**src/rtl/scanner_video_pkg.sv**
```systemverilog
// Shared types and constants for the scanner video path stream consumers.
package scanner_video_pkg;

  // Bit positions inside the {field, vsync, hsync} control word
  localparam int unsigned FVH_W = 3;
  localparam int unsigned FVH_F = 2;
  localparam int unsigned FVH_V = 1;
  localparam int unsigned FVH_H = 0;

  // Default frame geometry and blur window half-width
  localparam int unsigned IMG_WIDTH_DEF  = 720;
  localparam int unsigned IMG_HEIGHT_DEF = 480;
  localparam int unsigned HALF_K_DEF     = 2;

  // Datapath and counter widths
  localparam int unsigned PX_W  = 8;
  localparam int unsigned COL_W = 10;
  localparam int unsigned ROW_W = 9;
  localparam int unsigned CNT_W = 11;

  typedef enum logic [1:0] {
    SYNC   = 2'd0,
    ACTIVE = 2'd1,
    SKIP   = 2'd2
  } stream_state_e;

  // Per-frame configuration captured at vsync fall
  typedef struct packed {
    logic            enable;
    logic [PX_W-1:0] border_val;
  } stream_cfg_t;

endpackage

```
**src/rtl/fvh_edge_det.sv**
```systemverilog
// Registers the fvh control word and flags vsync/hsync transitions.
module fvh_edge_det
  import scanner_video_pkg::*;
(
  input  logic             clk,
  input  logic             reset,
  input  logic [FVH_W-1:0] fvh_in,
  output logic [FVH_W-1:0] fvh_q,
  output logic             v_rise_c,
  output logic             v_fall_c,
  output logic             h_rise_c,
  output logic             h_fall_c
);

  // One-cycle history of the control word
  always_ff @(posedge clk or negedge reset) begin
    if (!reset) begin
      fvh_q <= '0;
    end else begin
      fvh_q <= fvh_in;
    end
  end

  // Transitions are flagged in the cycle the new level arrives
  assign v_rise_c =  fvh_in[FVH_V] & ~fvh_q[FVH_V];
  assign v_fall_c = ~fvh_in[FVH_V] &  fvh_q[FVH_V];
  assign h_rise_c =  fvh_in[FVH_H] & ~fvh_q[FVH_H];
  assign h_fall_c = ~fvh_in[FVH_H] &  fvh_q[FVH_H];

endmodule

```
**src/rtl/blur_stream_ctrl.sv**
```systemverilog
// Output sequencer for the 5x5 blur stage: position tracking, border
// substitution, per-frame gating and line-length error reporting.
module blur_stream_ctrl
  import scanner_video_pkg::*;
#(
  parameter int unsigned IMG_WIDTH  = IMG_WIDTH_DEF,
  parameter int unsigned IMG_HEIGHT = IMG_HEIGHT_DEF,
  parameter int unsigned HALF_K     = HALF_K_DEF
) (
  input  logic        clk,
  input  logic        reset,
  input  logic [2:0]  fvh_in,
  input  logic        dv_in,
  input  logic [7:0]  blur_px,
  input  logic        cfg_enable,
  input  logic [7:0]  cfg_border_val,
  input  logic        err_clr,
  output logic [7:0]  px_out,
  output logic        px_valid,
  output logic        px_interior,
  output logic [9:0]  x_out,
  output logic [8:0]  y_out,
  output logic        frame_done,
  output logic        line_err
);

  localparam int unsigned WIN = 2 * HALF_K;

  stream_state_e    state;
  stream_cfg_t      cfg_q;
  logic [COL_W-1:0] col;
  logic [ROW_W-1:0] row;
  logic [CNT_W-1:0] col_count;

  logic [FVH_W-1:0] fvh_q;
  logic             v_rise_c;
  logic             v_fall_c;
  logic             h_rise_c;
  logic             h_fall_c;
  logic             unused_fvh;

  logic             active_c;
  logic [CNT_W-1:0] line_len_c;
  logic             line_bad_c;
  logic             err_set_c;
  logic             interior_c;
  logic [COL_W-1:0] x_c;
  logic [ROW_W-1:0] y_c;
  logic [COL_W-1:0] col_inc_c;
  logic [ROW_W-1:0] row_inc_c;

  fvh_edge_det u_fvh_edge_det (
    .clk      (clk),
    .reset    (reset),
    .fvh_in   (fvh_in),
    .fvh_q    (fvh_q),
    .v_rise_c (v_rise_c),
    .v_fall_c (v_fall_c),
    .h_rise_c (h_rise_c),
    .h_fall_c (h_fall_c)
  );

  // Field bit and hsync fall are not needed by this consumer
  assign unused_fvh = ^{fvh_q, h_fall_c};

  // Line length includes a pixel arriving with the hsync rise
  assign active_c   = (state == ACTIVE);
  assign line_len_c = col_count + CNT_W'(dv_in);
  assign line_bad_c = (line_len_c != CNT_W'(IMG_WIDTH)) && (line_len_c != '0);
  assign err_set_c  = active_c && h_rise_c && line_bad_c;

  // Window classification and window-center coordinates of the current pixel
  assign interior_c = (col >= COL_W'(WIN)) && (row >= ROW_W'(WIN));
  assign x_c = (col < COL_W'(HALF_K)) ? col + COL_W'(IMG_WIDTH - HALF_K)
                                      : col - COL_W'(HALF_K);
  assign y_c = (row < ROW_W'(HALF_K)) ? '0 : row - ROW_W'(HALF_K);

  // Saturating position increments
  assign col_inc_c = (col == COL_W'(IMG_WIDTH - 1))  ? col : col + COL_W'(1);
  assign row_inc_c = (row == ROW_W'(IMG_HEIGHT - 1)) ? row : row + ROW_W'(1);

  // Frame FSM, position counters, output pipeline and sticky error flag
  always_ff @(posedge clk or negedge reset) begin
    if (!reset) begin
      state       <= SYNC;
      cfg_q       <= '0;
      col         <= '0;
      row         <= '0;
      col_count   <= '0;
      px_out      <= '0;
      px_valid    <= 1'b0;
      px_interior <= 1'b0;
      x_out       <= '0;
      y_out       <= '0;
      frame_done  <= 1'b0;
      line_err    <= 1'b0;
    end else begin
      frame_done <= 1'b0;
      px_valid   <= active_c & dv_in;

      if (active_c && dv_in) begin
        px_out      <= interior_c ? blur_px : cfg_q.border_val;
        px_interior <= interior_c;
        x_out       <= x_c;
        y_out       <= y_c;
      end

      if (err_set_c) begin
        line_err <= 1'b1;
      end else if (err_clr) begin
        line_err <= 1'b0;
      end

      case (state)
        ACTIVE: begin
          if (dv_in) begin
            col       <= col_inc_c;
            col_count <= col_count + CNT_W'(1);
          end
          if (h_rise_c) begin
            if (line_len_c != '0) begin
              row <= row_inc_c;
            end
            col       <= '0;
            col_count <= '0;
          end
          if (v_rise_c) begin
            frame_done <= 1'b1;
            state      <= SYNC;
          end
        end
        SKIP: begin
          if (v_rise_c) begin
            state <= SYNC;
          end
        end
        SYNC: begin
          state <= SYNC;
        end
        default: begin
          state <= SYNC;
        end
      endcase

      // Frame start overrides everything: capture config and restart counting
      if (v_fall_c) begin
        cfg_q     <= '{enable: cfg_enable, border_val: cfg_border_val};
        col       <= '0;
        row       <= '0;
        col_count <= '0;
        state     <= cfg_enable ? ACTIVE : SKIP;
      end
    end
  end

endmodule

```
**config.mk**
```make
export PLATFORM = sky130hd
export DESIGN_NAME = blur_stream_ctrl
export DESIGN_NICKNAME = d
export VERILOG_FILES = /design/src/rtl/scanner_video_pkg.sv /design/src/rtl/fvh_edge_det.sv /design/src/rtl/blur_stream_ctrl.sv
export SDC_FILE = /design/constraint.sdc
export NUM_CORES = 1
export LEC_CHECK = 0
export CORE_ASPECT_RATIO = 0.5
export CORE_MARGIN = 3
export CORE_UTILIZATION = 45
export DETAILED_ROUTE_END_ITERATION = 6
export GPL_TIMING_DRIVEN = 0
export HOLD_SLACK_MARGIN = 0.05
export PLACE_DENSITY = 0.69
export SYNTH_ARGS = -nofsm -noshare
export SYNTH_HDL_FRONTEND = slang
export SYNTH_SLANG_ARGS = --single-unit
```
**constraint.sdc**
```tcl
create_clock -name clk -period 2.9 [get_ports clk]
set_input_delay 0.58 -clock clk [delete_from_list [all_inputs] [get_ports clk]]
set_output_delay 0.58 -clock clk [all_outputs]
set_load 0.03 [all_outputs]
```
==> metrics.yaml <==
post-route-period-util: 0.9131
irDropWorstVdd_mv: 0.3248
route.layer.met1.wl_um: 4340
dp_hpwl_um: 6250
finClkSkew_ps: 9.489
r2r_slack_ps: 340
io_pins: 55
setup_ws_ps: 252.0
setup_viol_count_final: 0
post-route-util: 0.6016
postRouteWirelength_um: 8832
die_area_um2: 9754
max_cap_viol_count: 0
synth_top_area_frac: 0.4753
criticalPathCategory: "input port to flop"
synth_area_leaders: "dfrtp_1 48%, nand2_1 9.5%, o21ai_0 5.6%"
synth.avg_cell_area_um2: 8.836
crit_required_ps: 3160
drtIter0Drc: 169
antenna_found_initial: 0
relSlewSlack: 0.5390
wl_met3_um: 431
fmax_mhz: 377.6
io_buffers: 53
die_w_um: 136.7
cts_setup_buffers: 0
placed_cell_area_um2: 4539
clk_path_buf_depth: 2
worstPathArrival_ps: 2900
fin_nets: 537
antenna_left: 0
tightestPinTransition_ps: 691.5
wl_met2_um: 3929
initial_core_util: 0.4720
rsz0062_at_grt: "no"
p_leak_nw: 2.151
yosys_warnings: 0
cp-end-kind: "flop"
power.density_nw_per_um2: 593.5
design_area_um2: 4900
grt_start_max_net_pins: 70
drtPass1Iterations: 5
synth-edff-count: 0
ys_async_sr_fraction: 1.000
vias_per_cell: 5.278
tns_ps: 0
report.final.hold_viol_count: 0
syn-num-nets: 471
cts.htree.levels: 3
yosysUniqueCellTypes: 45
cts.reportedPaths.clkPinSlew_ps: 60
vias: 3262
area_delta_synth_final_pct: 27.47
multi_input_area_um2: 1866
rows: 23
layout_min_cycle_time_ps: 2648
wl_per_cell_um: 14.29
track_usage: 0.1954
regArea_um2: 1827
grt_pass1_vias: 3100
yosysMostFrequentCell: "nand2_1"
outcome: "finished, final reports clean"
dp_slack_ps: -372.2
synth-seq-cells: 73
cts_tree: "built"
clk_latency_ps: 340
die_h_um: 71.35
highest_layer: "met4"
hold_path.class: "flop to flop"
grt_pass1_wl_um: 15040
remaining_drc_errors: 0
gp_congestion: 0.9011
yosysTopAreaCell: "dfrtp_1"
synth_ff_type: "dfrtp_1"
core-area_um2: 8144
numCtsBuffers: 9
syn_inst: 435
startpoint_type: "input port"
synthTopCellsByCount: "97 x nand2_1, 73 x dfrtp_1, 43 x o21ai_0, 31 x nor2_1, 19 x clkbuf_1"
syn_area_um2: 3844
cts_sinks: 73
gr-total-overflow: 0
root_buffer: "clkbuf_16"
report.final.slew_viol_count: 0
nFillCells: 729
crit_fanout: 8
antenna_cells: 0
yosysSeqAreaShare: 0.4753
drive_gt1_frac: 0.06324
[flip-flops by register name (all words and copies together) (netlist names)]
| name | cells |
|---|---|
| cfg_q | 8 |
| x_out | 10 |
| col_count | 11 |
| line_err | 1 |
| col | 10 |
| frame_done | 1 |
| row | 9 |
| px_valid | 1 |
| y_out | 9 |
| px_interior | 1 |
| u_fvh_edge_det.fvh_q | 2 |
| px_out | 8 |
| state | 2 |
[layout by cell type, fill, tap and decap left out, drive strengths merged, types with 2 or more instances in the layout]
master         Yosys  layout
inv               14      14
nand4             12      12
clkbuf            20      31
and3               8       8
a211oi             2       2
nand2             97      97
nor2              31      31
or4                2       2
ha                12      12
xnor2             17      17
nand3b             2       2
and2               6       6
or3                2       2
nor3              14      14
mux2i             12      12
clkdlybuf4s50      0      51
o21ai             43      43
a31oi              3       3
nor2b              4       4
bufinv             0       3
o22ai              2       2
dfrtp             73      73
xor2               9       9
nand3             12      12
nand2b             3       3
buf                4       6
o31ai              7       7
nor4               2       2
a21oi             11      11
[area by class of cell]
class                   count  share of cell area
well taps                 112             0.02860
plain buffers              24             0.02145
multi-input cells         324              0.3807
clock inverters             5             0.02094
flip-flops and latches     73              0.3728
inverters                  14             0.01073
clock buffers              11             0.04954
repair buffers             55              0.1152
[through the flow]
step | cells | total power [W] | hold slack [ps]
after floorplan | 435 | 0.001418 | 284.4
after global placement | 600 | 0.001638 | 451.0
after detailed placement | 601 | 0.001653 | 397.3
after CTS | 618 | 0.002938 | 475.9
after global routing | 618 | 0.003039 | 498.7
final | 618 | 0.002908 | 475.7
[worst max-delay path, cell delays in order]
cell and delay [ps]:
dlygate4sd2_1 270, ha_2 220, ha_2 220, and2_1 150, nand2_1 100, a22o_1 210
o22a_4 220, and2_4 160, buf_6 120, or4_1 500, a21oi_1 150
[repair_timing]
action | in CTS | in global routing
endpoints found under the setup margin | 2 | 0
hold endpoints to repair | 4 | 0
hold buffers | 1 | 0
gates resized for setup | 4 | 0
[logic make-up after synthesis]
group,Yosys count,share of synthesized area
xor+xnor,26,0.05925
mux,12,0.03125
flops,73,0.4753
fa+ha+maj,12,0.03906
compound gates,78,0.1204
buf+inv,38,0.04102
simple gates,196,0.2337
[layer usage]
layer / vias up / global-route usage
li1: 1617 / -
met3: 12 / 0.05189
met4: 0 / 0.06034
met1: 1559 / 0.2748
met5: - / 0
met2: 74 / 0.2977
[path summary, 6_finish.rpt]
kind                                   start   endpoint  depth (start not counted)
worst min register to register      cfg_q[4]   cfg_q[4]                          2
worst min-delay path                cfg_q[4]   cfg_q[4]                          2
worst max register to register  col_count[0]     row[4]                         10
max in group asynchronous              reset   y_out[5]                          3
worst max-delay path                   dv_in     row[4]                         11
min in group asynchronous              reset  px_out[1]                          2
[report_power, final]
| part | leakage, nW | switching, W | internal [W] |
|---|---|---|---|
| logic | 1.01 | 0.000281 | 0.000198 |
| registers | 0.974 | 0.0000483 | 0.00110 |
| clock network | 0.166 | 0.000415 | 0.000862 |
No activity file was read; power rests on OpenSTA's default activity.
